==> config.mk <==
export PLATFORM = sky130hd
export DESIGN_NAME = reflect_seq_ctrl
export DESIGN_NICKNAME = d
export VERILOG_FILES = /design/src/rtl/reflect_seq_ctrl.sv
export SDC_FILE = /design/constraint.sdc
export NUM_CORES = 1
export LEC_CHECK = 0
export BUFFER_PORTS_ARGS = -buffer_cell sky130_fd_sc_hd__buf_2
export CAP_MARGIN = 20
export CORE_ASPECT_RATIO = 1.4
export CORE_UTILIZATION = 45
export DETAILED_ROUTE_END_ITERATION = 7
export GPL_TIMING_DRIVEN = 0
export PLACE_DENSITY = 0.68
export SLEW_MARGIN = 20
export SYNTH_ARGS = -nofsm -noshare
export SYNTH_HDL_FRONTEND = slang
export SYNTH_SLANG_ARGS = --single-unit
==> constraint.sdc <==
create_clock -name SYS_CLK -period 2.8 [get_ports SYS_CLK]
set_input_delay 0.56 -clock SYS_CLK [delete_from_list [all_inputs] [get_ports SYS_CLK]]
set_output_delay 0.56 -clock SYS_CLK [all_outputs]
set_load 0.005 [all_outputs]
==> src/rtl/reflect_seq_ctrl.sv <==
// reflect_seq_ctrl: runs programmed reflect loops, one datapath op per mux step, driving the mux controller
module reflect_seq_ctrl #(
    parameter int LOOP_W   = 8,
    parameter int SETTLE_W = 4
) (
    input  logic                SYS_CLK,
    input  logic                SYS_RST,
    input  logic                start_i,
    input  logic [3:0]          mode_i,
    input  logic [LOOP_W-1:0]   loop_num_i,
    input  logic [SETTLE_W-1:0] settle_i,
    input  logic                abort_i,
    input  logic                op_ready_i,
    input  logic                op_done_i,
    output logic [3:0]          mode_o,
    output logic                ctrl_reset_o,
    output logic                ctrl_update_o,
    output logic                op_valid_o,
    output logic [3:0]          step_o,
    output logic [LOOP_W-1:0]   loop_cnt_o,
    output logic                busy_o,
    output logic                done_o,
    output logic                err_o
);
    typedef enum logic [2:0] {IDLE, INIT, SETTLE, ISSUE, WAIT, ADV, DONE, ABORT} state_t;
    state_t state, state_nx;
    logic [LOOP_W-1:0] loop_num_q, loop_cnt_nx;
    logic [SETTLE_W-1:0] settle_q, settle_cnt;
    logic legal, last_step, abort_hit, go;
    assign legal = !mode_i[3] && (mode_i[2:0] == 3'b001 || mode_i[2:0] == 3'b010 || mode_i[2:0] == 3'b100);
    assign last_step = step_o == (mode_o[0] ? 4'd11 : 4'd2);
    assign loop_cnt_nx = loop_cnt_o + 1'b1;
    assign abort_hit = abort_i && state inside {INIT, SETTLE, ISSUE, WAIT, ADV};
    assign go = start_i && legal && loop_num_i != '0;
    // state register
    always_ff @(posedge SYS_CLK or negedge SYS_RST) begin
        if (!SYS_RST)
            state <= IDLE;
        else
            state <= state_nx;
    end
    // next-state logic and Moore output decode; abort overrides any handshake in the same cycle
    always_comb begin
        ctrl_reset_o  = state == INIT || state == ABORT;
        ctrl_update_o = state == ADV;
        op_valid_o    = state == ISSUE;
        busy_o        = state != IDLE;
        done_o        = state == DONE;
        state_nx      = state;
        case (state)
            IDLE:    state_nx = !start_i || !legal ? IDLE : (loop_num_i == '0 ? DONE : INIT);
            INIT:    state_nx = SETTLE;
            SETTLE:  state_nx = settle_cnt == '0 ? ISSUE : SETTLE;
            ISSUE:   state_nx = op_ready_i ? WAIT : ISSUE;
            WAIT:    state_nx = op_done_i ? ADV : WAIT;
            ADV:     state_nx = last_step && loop_cnt_nx == loop_num_q ? DONE : SETTLE;
            default: state_nx = IDLE;
        endcase
        if (abort_hit)
            state_nx = ABORT;
    end
    // latched run parameters, step shadow of the mux counter, loop count, settle countdown, error pulse
    always_ff @(posedge SYS_CLK or negedge SYS_RST) begin
        if (!SYS_RST) begin
            mode_o     <= '0;
            loop_num_q <= '0;
            settle_q   <= '0;
            settle_cnt <= '0;
            step_o     <= '0;
            loop_cnt_o <= '0;
            err_o      <= 1'b0;
        end else begin
            err_o <= state == IDLE && start_i && !legal;
            case (state)
                IDLE: begin
                    if (go) begin
                        mode_o     <= mode_i;
                        loop_num_q <= loop_num_i;
                        settle_q   <= settle_i;
                        step_o     <= '0;
                        loop_cnt_o <= '0;
                    end
                end
                INIT:   settle_cnt <= settle_q;
                SETTLE: settle_cnt <= settle_cnt == '0 ? settle_cnt : settle_cnt - 1'b1;
                ADV: begin
                    settle_cnt <= settle_q;
                    step_o     <= last_step ? 4'd0 : step_o + 4'd1;
                    loop_cnt_o <= last_step ? loop_cnt_nx : loop_cnt_o;
                end
                ABORT:  step_o <= '0;
                default: ;
            endcase
        end
    end
endmodule

==> impl_metrics.ini, run 1 <==
[cells_and_area]
post_layout_nonfiller_instances = 342
area_delta_synth_final_pct = 20.61
finalCoreUtilization = 0.5706
finalInstanceArea_um2 = 2439
final_layout_size_suffix_gt1_frac = 0.2128
layout_common_cells = 59 x sky130_fd_sc_hd__nand2_1, 44 x sky130_fd_sc_hd__buf_2, 36 x sky130_fd_sc_hd__dfrtp_1
final_net_count = 307
antenna-diode-count = 0
layout_commonest_cell = sky130_fd_sc_hd__nand2_1

[critical_path]
timing.critical_path.mode_cell = sky130_fd_sc_hd__nand2_1
worst-endpoint-required_ps = 2980
crit_path_end_kind = register
timing.critical_path.slowest_cell_delay_ps = 560
worstSetupPathType = register to register
cp.arrival_ps = 2540
worstPathCellList = or4b_4, a2111oi_4, nand2_1, clkbuf_1, nand2_1, nand2_1
cp_slowest_cell = sky130_fd_sc_hd__or4b_4
worstPathMaxFanout = 10
worst_path_dominant_cell_family = simple AND/OR/NAND/NOR gates
crit_path_start_kind = register
timing.critical_path.buf_inv = 1

[detailed_routing]
routed-wl-met3_um = 227
wire_per_inst_um = 13.53
viasPerCell = 5.275
antenna_left = 0
drcViolationCount = 0
drt-total-wl_um = 4627
dr.first_iter.drc_count = 108
dr_total_vias = 1804
dr.max_layer_used = met4
drt_first_pass_iters = 4
route.met2.wl_um = 2220
wirelength_met1_um = 2063

[power_and_ir_drop]
max-vdd-ir-drop_mv = 0.5463
power.static_leakage_nw = 1.186
power_density_nw_per_um2 = 1018

[clock_tree]
cts-buffers-inserted = 5
post_cts.resized_instances = 0
cts.hold.buffers_added = 0
clockRootBuffer = sky130_fd_sc_hd__clkbuf_8
clkSlewWorstSetupHoldPaths_ps = 70
cts.sink_count = 36
cts-root-to-sink-buffers = 2
clock_tree_from_tritoncts = built
post-cts-setup-buffers = 0
clk_latency_ps = 290
clock_tree.htree_level_count = 2

[synth]
syn_area_um2 = 2022
yosys_register_bits = 36
synthesis.instances = 231
ys_seq_area_frac = 0.4455
synth-main-ff-cell = sky130_fd_sc_hd__dfrtp_1
number_of_synthesized_flops_with_an_enable_pin = 0
syn_avg_cell_area_um2 = 8.753
synthesis.nets = 257
synth_async_sr_flop_share = 1.000
synth-warning-count = 0
yosys.cell_types.count = 41

[status]
status = completed

[floorplanning]
start_util = 0.4731
die_width_um = 58.65
fp.coreArea_um2 = 4274
dieArea_um2 = 4769
io-pin-count = 44
die_height_um = 81.31
std_cell_rows = 28

[sta]
clock_skew_ps = 3.845
finalHoldViolations = 0
shortest_clock_period_the_worst_path_allows_after_layout_ps = 2364
setup_slack_ps = 436.3
max_slew_margin = 0.4739
timing_worst_slew_pin_value_ps = 789.1
max_freq_mhz = 423.1
final.period_utilization = 0.8442
setup_repair_after_global_routing_missed_its_margin = false
finalSetupTns_ps = 0
final-max-slew-violation-count = 0
setup_viol = 0

[hold_path]
hold_class = input pin to asynchronous set/reset pin

[global_route]
grt_pass1_wl_um = 7631
grt_use_total = 0.2144
largest_net_degree_at_the_start_of_global_routing = 37
initial_antenna_violation_count = 0
vias_in_the_first_global_route = 1703
grt_ovf = 0

[placement]
io_buffers = 43
place_hpwl_um = 3301
dp_cells = 334
dpl_worst_slack_ps = 329.1
instance_area_after_placement_um2 = 2312
routability_congestion_estimate = 0.8268

[run]
drv.max_cap_violation_count = 0
registers in the layout (all words and copies together) (netlist names):
| register | count |
|---|---|
| err_o | 1 |
| loop_cnt_o | 8 |
| loop_num_q | 8 |
| mode_o | 4 |
| settle_cnt | 4 |
| settle_q | 4 |
| state | 3 |
| step_o | 4 |
metal layers:
| metal | global-route usage | up-vias |
|---|---|---|
| met2 | 0.3586 | 69 |
| met3 | 0.04299 | 9 |
| met1 | 0.2652 | 830 |
| met5 | 0 | - |
| li1 | - | 896 |
| met4 | 0.09524 | 0 |
layout make-up:
cell class | instances | area [µm²]
buffer | 8 | 35.03
clock buffer | 7 | 96.34
fill | 412 | 1836
sequential | 36 | 900.9
timing repair buffer | 43 | 215.2
inverter | 5 | 18.77
multi-input combinational | 182 | 1067
clock inverter | 1 | 30.03
tap | 60 | 75.07
worst reg2reg max path, delay by kind of cell (launching register included):
kind	cells	cell delay, ps
flops	1	470
simple gates	4	1080
buf+inv	1	350
compound gates	1	360
cell usage after synthesis, types with 2 or more instances:
master                     number  share of area
sky130_fd_sc_hd__and3b_1        2         0.0087
sky130_fd_sc_hd__a22o_1         2         0.0087
sky130_fd_sc_hd__o211a_1        2         0.0099
sky130_fd_sc_hd__nor3_1         2         0.0050
sky130_fd_sc_hd__clkbuf_1       6          0.011
sky130_fd_sc_hd__nor2_1        13          0.024
sky130_fd_sc_hd__nand3b_1       2         0.0074
sky130_fd_sc_hd__o31ai_1        4          0.015
sky130_fd_sc_hd__o21ai_0       21          0.052
sky130_fd_sc_hd__nor2b_1        4          0.012
sky130_fd_sc_hd__nand3_1        5          0.012
sky130_fd_sc_hd__dfrtp_1       36           0.45
sky130_fd_sc_hd__inv_1          5         0.0093
sky130_fd_sc_hd__a211oi_1       2         0.0074
sky130_fd_sc_hd__xnor2_1        9          0.039
sky130_fd_sc_hd__and2_1         7          0.022
sky130_fd_sc_hd__xor2_1         5          0.022
sky130_fd_sc_hd__nand4_1        2         0.0062
sky130_fd_sc_hd__nor4_1         5          0.015
sky130_fd_sc_hd__nand2b_1       2         0.0062
sky130_fd_sc_hd__ha_1           4          0.025
sky130_fd_sc_hd__nor3b_1        3          0.011
sky130_fd_sc_hd__mux2_2         3          0.017
sky130_fd_sc_hd__a21oi_1        7          0.017
sky130_fd_sc_hd__or3_1          2         0.0062
sky130_fd_sc_hd__o21a_1         2         0.0074
sky130_fd_sc_hd__and3_1         2         0.0062
sky130_fd_sc_hd__nand2_1       59           0.11
cell families after synthesis:
kind of cell / synth area share
and+or+nand+nor: 0.2710
AOI/OAI and AO/OA: 0.1547
DFF: 0.4455
xor gates and xnor gates: 0.06064
buffers and inverters: 0.02661
adders and majority gates: 0.02475
muxes: 0.01671
report_power, final:
part | total [mW] | switching (mW) | internal (mW)
Clock | 0.501 | 0.187 | 0.314
Sequential | 0.963 | 0.231 | 0.733
Combinational | 1.02 | 0.538 | 0.480
Total | 2.48 | 0.956 | 1.53
worst paths after layout:
path / start / to / slack [ps] / depth (start not counted)
max: state[0] / settle_q[1] / 440 / 6
min: SYS_RST / step_o[2] / 350 / 1
max reg2reg: state[0] / settle_q[1] / 440 / 6
min reg2reg: mode_o[1] / mode_o[1] / 470 / 2
max in group asynchronous: SYS_RST / settle_q[1] / 1940 / 1
min in group SYS_CLK: settle_i[2] / settle_q[2] / 460 / 3
per-stage QoR:
| stage | power [mW] | hold WS [ps] |
|---|---|---|
| final | 2.483 | 353.0 |
| after global routing | 2.693 | 414.9 |
| after CTS | 2.501 | 389.5 |
| after detailed placement | 1.974 | 464.2 |
| after global placement | 1.955 | 458.9 |
| after floorplan | 1.646 | 264.4 |
(Power assumes the default switching activity.)
==> inputs of run 2 (changes only) <==
ABC_AREA = 1   (was default)
clock period = 2.35 ns   (was 2.8 ns; I/O delays follow)
==> run 2 against run 1 <==
Against the previous run: sequential share of layout area down 0.76 points; clock power down 3%; die area up 3.8%; via count up 5.4%.
==> impl_metrics.ini, run 2 <==
[clock_tree]
clkSlewWorstSetupHoldPaths_ps = 70
clock_tree.htree_level_count = 2
post-cts-setup-buffers = 0
cts.sink_count = 36
clk_latency_ps = 290
cts-buffers-inserted = 5
cts-root-to-sink-buffers = 2
post_cts.resized_instances = 0
clock_tree_from_tritoncts = built
cts.hold.buffers_added = 0
clockRootBuffer = sky130_fd_sc_hd__clkbuf_8

[synth]
post_synth_and_or_nand_nor_area_fraction = 0.3270
yosys_register_bits = 36
synth-main-ff-cell = sky130_fd_sc_hd__dfrtp_1
yosys.cell_types.count = 29
yosys.area_share.xor_xnor = 0.008338
synth-warning-count = 0
synthesis.nets = 302
syn_area_um2 = 2101
number_of_synthesized_flops_with_an_enable_pin = 0
dominant_combinational_cell_family_by_area_after_synthesis = simple AND/OR/NAND/NOR gates
yosys-top-cells-count = 79 x sky130_fd_sc_hd__nand2_1, 37 x sky130_fd_sc_hd__inv_1, 36 x sky130_fd_sc_hd__dfrtp_1
ys_seq_area_frac = 0.4288
post_synthesis_compound_gate_area_fraction = 0.1245
synth_top_area_frac = 0.4288
yosysTopAreaCell = sky130_fd_sc_hd__dfrtp_1
netlist_top_cells_area = sky130_fd_sc_hd__dfrtp_1 43%, sky130_fd_sc_hd__nand2_1 14%, sky130_fd_sc_hd__nand3_1 7.1%
synthesis.instances = 276
synth_adder_area_share = 0.02382
yosysMostFrequentCell = sky130_fd_sc_hd__nand2_1
synth_async_sr_flop_share = 1.000
syn_avg_cell_area_um2 = 7.611
synth.mux.area_fraction = 0

[floorplanning]
die_height_um = 82.85
io-pin-count = 44
std_cell_rows = 29
die_width_um = 59.75
dieArea_um2 = 4950
start_util = 0.4669
fp.coreArea_um2 = 4499

[cells_and_area]
final_layout_size_suffix_gt1_frac = 0.2393
finalInstanceArea_um2 = 2490
layout_commonest_cell = sky130_fd_sc_hd__nand2_1
final_net_count = 352
layout_common_cells = 79 x sky130_fd_sc_hd__nand2_1, 43 x sky130_fd_sc_hd__buf_2, 37 x sky130_fd_sc_hd__inv_1
finalCoreUtilization = 0.5534
antenna-diode-count = 0
area_delta_synth_final_pct = 18.52
reg_top3 = loop_cnt_o x8, loop_num_q x8

[sta]
setup_repair_after_global_routing_missed_its_margin = false
setup_viol = 0
timing_worst_slew_pin_value_ps = 805.7
holdWs_ps = 264.6
finalSetupTns_ps = 0
max_freq_mhz = 510.6
finalHoldViolations = 0
setup_slack_ps = 391.4
clock_skew_ps = 7.987
final-max-slew-violation-count = 0
max_slew_margin = 0.4629
final.period_utilization = 0.8334
shortest_clock_period_the_worst_path_allows_after_layout_ps = 1959

[critical_path]
crit_path_start_kind = register
worstSetupPathType = register to output port
worst-endpoint-required_ps = 1880
r2r_slack_ps = 690
crit_path_end_kind = output port
worstPathMaxFanout = 6
cp.arrival_ps = 1490

[power_and_ir_drop]
power.static_leakage_nw = 1.296
max-vdd-ir-drop_mv = 0.5360
power_density_nw_per_um2 = 1159

[global_route]
vias_in_the_first_global_route = 1824
initial_antenna_violation_count = 0
grt_ovf = 0
grt_use_total = 0.2063
largest_net_degree_at_the_start_of_global_routing = 37
grt_pass1_wl_um = 7638

[detailed_routing]
dr.first_iter.drc_count = 60
viasPerCell = 4.899
antenna_left = 0
dr_total_vias = 1901
drt-total-wl_um = 4568
drt_first_pass_iters = 4
wire_per_inst_um = 11.77
drcViolationCount = 0

[placement]
place_hpwl_um = 3521
instance_area_after_placement_um2 = 2394
dpl_worst_slack_ps = 529.8
routability_congestion_estimate = 0.8357
io_buffers = 43

[hold_path]
hold_class = input pin to asynchronous set/reset pin

[status]
status = completed

[run]
drv.max_cap_violation_count = 0
-- run 2: cell count changes in the layout (fill, tap and decap cells not counted), moves of 5 or more --
cell and delta:
sky130_fd_sc_hd__nor2_1 +10, sky130_fd_sc_hd__nand3_1 +25, sky130_fd_sc_hd__inv_1 +32, sky130_fd_sc_hd__o21ai_1 +5, sky130_fd_sc_hd__nand2_2 +5, sky130_fd_sc_hd__o21ai_2 +9
sky130_fd_sc_hd__and2_1 -6, sky130_fd_sc_hd__o21ai_0 -8, sky130_fd_sc_hd__nand2_1 +20, sky130_fd_sc_hd__clkbuf_1 -6, sky130_fd_sc_hd__xnor2_1 -9
-- run 2: critical path, cell delays in order (launching register included) --
cell,delay (ps)
sky130_fd_sc_hd__dfrtp_1,460
sky130_fd_sc_hd__nand2_1,100
sky130_fd_sc_hd__nor2_1,420
sky130_fd_sc_hd__buf_2,210
-- run 2: path summary, 6_finish.rpt --
| kind | start | cells past startpoint | to |
|---|---|---|---|
| setup / recovery | state[2] | 3 | ctrl_update_o |
| hold / removal | SYS_RST | 1 | loop_cnt_o[1] |
| hold reg to reg | settle_q[3] | 2 | settle_q[3] |
| min in group SYS_CLK | settle_i[2] | 3 | settle_q[2] |
| setup reg to reg | state[2] | 8 | state[2] |
| max in group asynchronous | SYS_RST | 1 | loop_num_q[0] |
-- run 2: through the flow --
stage               total power [mW]  instances
global placement               2.376        381
floorplan                      2.026        276
finish                         2.885        388
CTS                            2.908        388
global route                   3.175        388
detailed placement             2.419        381
-- run 2: where the power goes --
part | internal [mW] | leakage, nW | switching (mW)
registers | 0.892 | 0.467 | 0.267
clock network | 0.261 | 0.0503 | 0.224
logic | 0.519 | 0.779 | 0.722
-- run 2: kinds of logic after synthesis --
logic type      Yosys count
flops                    36
simple gates            152
xor+xnor                  2
compound gates           39
buf+inv                  43
fa+ha+maj                 4
-- run 2: layout make-up --
type | count | area (µm²)
Multi-Input combinational cell | 197 | 1016
Fill cell | 458 | 2009
Clock buffer | 7 | 96.34
Buffer | 3 | 33.78
Timing Repair Buffer | 43 | 215.2
Sequential cell | 36 | 900.9
Inverter | 40 | 150.1
Tap cell | 62 | 77.57
-- run 2: per-layer routing --
layer  vias up  track usage  wire (µm)
met5         -            0          0
met4         0       0.1142        142
met3        12      0.04984        165
met2        40       0.3515       2382
met1       862       0.2243       1878
li1        987            -          -
==> inputs of run 3 (changes only) <==
ABC_AREA = 0   (was 1)
clock period = 2 ns   (was 2.35 ns; I/O delays follow)
==> run 3 against run 2 <==
Against the previous run: the flow now finishes with violations (negative setup slack); sequential share of layout area up 0.064 points; first-iteration DRC count down 25%; hold slack worse by 76 ps; non-clock buffer count up 13; largest cell class unchanged; largest power group unchanged.
==> impl_metrics.ini, run 3 (synthesis gave the netlist of run 1 again) <==
[clock_tree]
clockRootBuffer = sky130_fd_sc_hd__clkbuf_8
cts.hold.buffers_added = 0
clkSlewWorstSetupHoldPaths_ps = 70
clock_tree.htree_level_count = 2
clock_tree_from_tritoncts = built
clk_latency_ps = 290
cts-buffers-inserted = 5
cts-root-to-sink-buffers = 2
cts.sink_count = 36

[critical_path]
cp_slowest_cell = sky130_fd_sc_hd__or4b_4
timing.critical_path.slowest_cell_delay_ps = 560
cp.arrival_ps = 2180
worstPathCellList = or4b_4, a2111oi_4, and2_1, buf_6, nor2_4, a221o_1
crit_path_start_kind = register
worstSetupPathType = register to register
crit_path_end_kind = register
worstPathMaxFanout = 4
timing.critical_path.buf_inv = 1
worst-endpoint-required_ps = 2170
worst_path_dominant_cell_family = simple AND/OR/NAND/NOR gates

[sta]
shortest_clock_period_the_worst_path_allows_after_layout_ps = 2005
finalHoldViolations = 0
clock_skew_ps = 3.485
setup_viol = 1
final.period_utilization = 1.002
timing_worst_slew_pin_value_ps = 784.8
setup_slack_ps = -4.816
max_freq_mhz = 498.8
final-max-slew-violation-count = 0
setup_repair_after_global_routing_missed_its_margin = true
finalSetupTns_ps = -4.816
max_slew_margin = 0.4768

[power_and_ir_drop]
power.net_switching_mw = 1.352
comb_power_share = 0.451
power_density_nw_per_um2 = 1360
clock_power_share = 0.160
max-vdd-ir-drop_mv = 0.6846
power.static_leakage_nw = 1.211
sw_frac_of_total = 0.3991
power.total_mw = 3.389
intPower_mw = 2.037
sequentialPowerShare = 0.389

[floorplanning]
start_util = 0.4731
dieArea_um2 = 4769
io-pin-count = 44
die_height_um = 81.31
std_cell_rows = 28
fp.coreArea_um2 = 4274
die_width_um = 58.65

[detailed_routing]
wire_per_inst_um = 13.31
antenna_left = 0
dr.first_iter.drc_count = 45
viasPerCell = 5.263
dr_total_vias = 1842
drt-total-wl_um = 4658
drcViolationCount = 0
drt_first_pass_iters = 4

[placement]
place_hpwl_um = 3346
routability_congestion_estimate = 0.8051
dpl_worst_slack_ps = -232.1
io_buffers = 43
instance_area_after_placement_um2 = 2312

[cells_and_area]
area_delta_synth_final_pct = 23.27
finalCoreUtilization = 0.5831
reg_top3 = loop_cnt_o x8, loop_num_q x8
layout_commonest_cell = sky130_fd_sc_hd__nand2_1
layout_common_cells = 58 x sky130_fd_sc_hd__nand2_1, 43 x sky130_fd_sc_hd__buf_2, 34 x sky130_fd_sc_hd__dfrtp_1
final_net_count = 315
final_layout_size_suffix_gt1_frac = 0.2517
fillerInstances = 423
antenna-diode-count = 0
finalInstanceArea_um2 = 2492

[global_route]
largest_net_degree_at_the_start_of_global_routing = 37
grt_use_total = 0.2208
grt_ovf = 0
initial_antenna_violation_count = 0
grt_pass1_wl_um = 7824
vias_in_the_first_global_route = 1730

[run]
drv.max_cap_violation_count = 0

[status]
status = finished with violations
failed_checks = negative setup slack

[hold_path]
hold_class = input pin to asynchronous set/reset pin
## run 3: changes by cell type in the layout (fill, tap and decap cells not counted), moves of 4 or more
cell / delta
sky130_fd_sc_hd__xnor2_1: +9
sky130_fd_sc_hd__nor4_1: +4
sky130_fd_sc_hd__and2_1: +6
sky130_fd_sc_hd__nand3_1: -25
sky130_fd_sc_hd__o21ai_2: -9
sky130_fd_sc_hd__nand2_2: -4
sky130_fd_sc_hd__inv_1: -32
sky130_fd_sc_hd__buf_4: +8
sky130_fd_sc_hd__nor2_1: -10
sky130_fd_sc_hd__nand2_1: -21
sky130_fd_sc_hd__clkbuf_1: +6
sky130_fd_sc_hd__o21ai_0: +4
sky130_fd_sc_hd__o31ai_1: +4
## run 3: area by class of cell
class,count,area [µm²],share of cell area
clock inverter,1,7.507,0.003012
inverter,5,18.77,0.007530
tap,60,75.07,0.03012
buffer,8,45.04,0.01807
multi-input combinational,182,1081,0.4337
sequential,36,903.4,0.3624
clock buffer,7,86.33,0.03464
timing repair buffer,51,275.3,0.1104
## run 3: final timing paths
check / startpoint / to / slack [ps] / cells past startpoint
min in group SYS_CLK: settle_i[3] / settle_q[3] / 300 / 3
max in group asynchronous: SYS_RST / state[0] / 1260 / 1
hold / removal: SYS_RST / step_o[2] / 190 / 1
setup reg to reg: state[2] / step_o[2] / -5 / 6
setup / recovery: state[2] / step_o[2] / -5 / 6
hold reg to reg: settle_q[1] / settle_q[1] / 470 / 2
## run 3: through the flow
step                      hold WS [ps]  instances
after floorplan                  104.4        231
after global placement           457.4        334
after detailed placement         459.6        334
after CTS                        231.1        348
after global routing             271.4        350
final                            188.5        350
## run 3: per-layer routing
metal / global-route usage / part of all wire
met5: 0 / 0
met4: 0.09762 / 0.025
met3: 0.03981 / 0.039
met2: 0.3828 / 0.49
met1: 0.2641 / 0.44
## run 3: power groups by stage
stage | combinational [mW] | sequential, mW | clock (mW)
6_report | 1.53 | 1.32 | 0.541
5_1_grt | 1.73 | 1.37 | 0.585
4_1_cts | 1.53 | 1.31 | 0.558
3_5_place_dp | 1.42 | 1.35 | 0
3_3_place_gp | 1.38 | 1.35 | 0
2_1_floorplan | 1.01 | 1.30 | 0
## run 3: timing repair
action                     CTS  global route
setup endpoints to repair   18            20
pin swaps                    5             3
buffers inserted             6             2
gates resized for setup     10             4
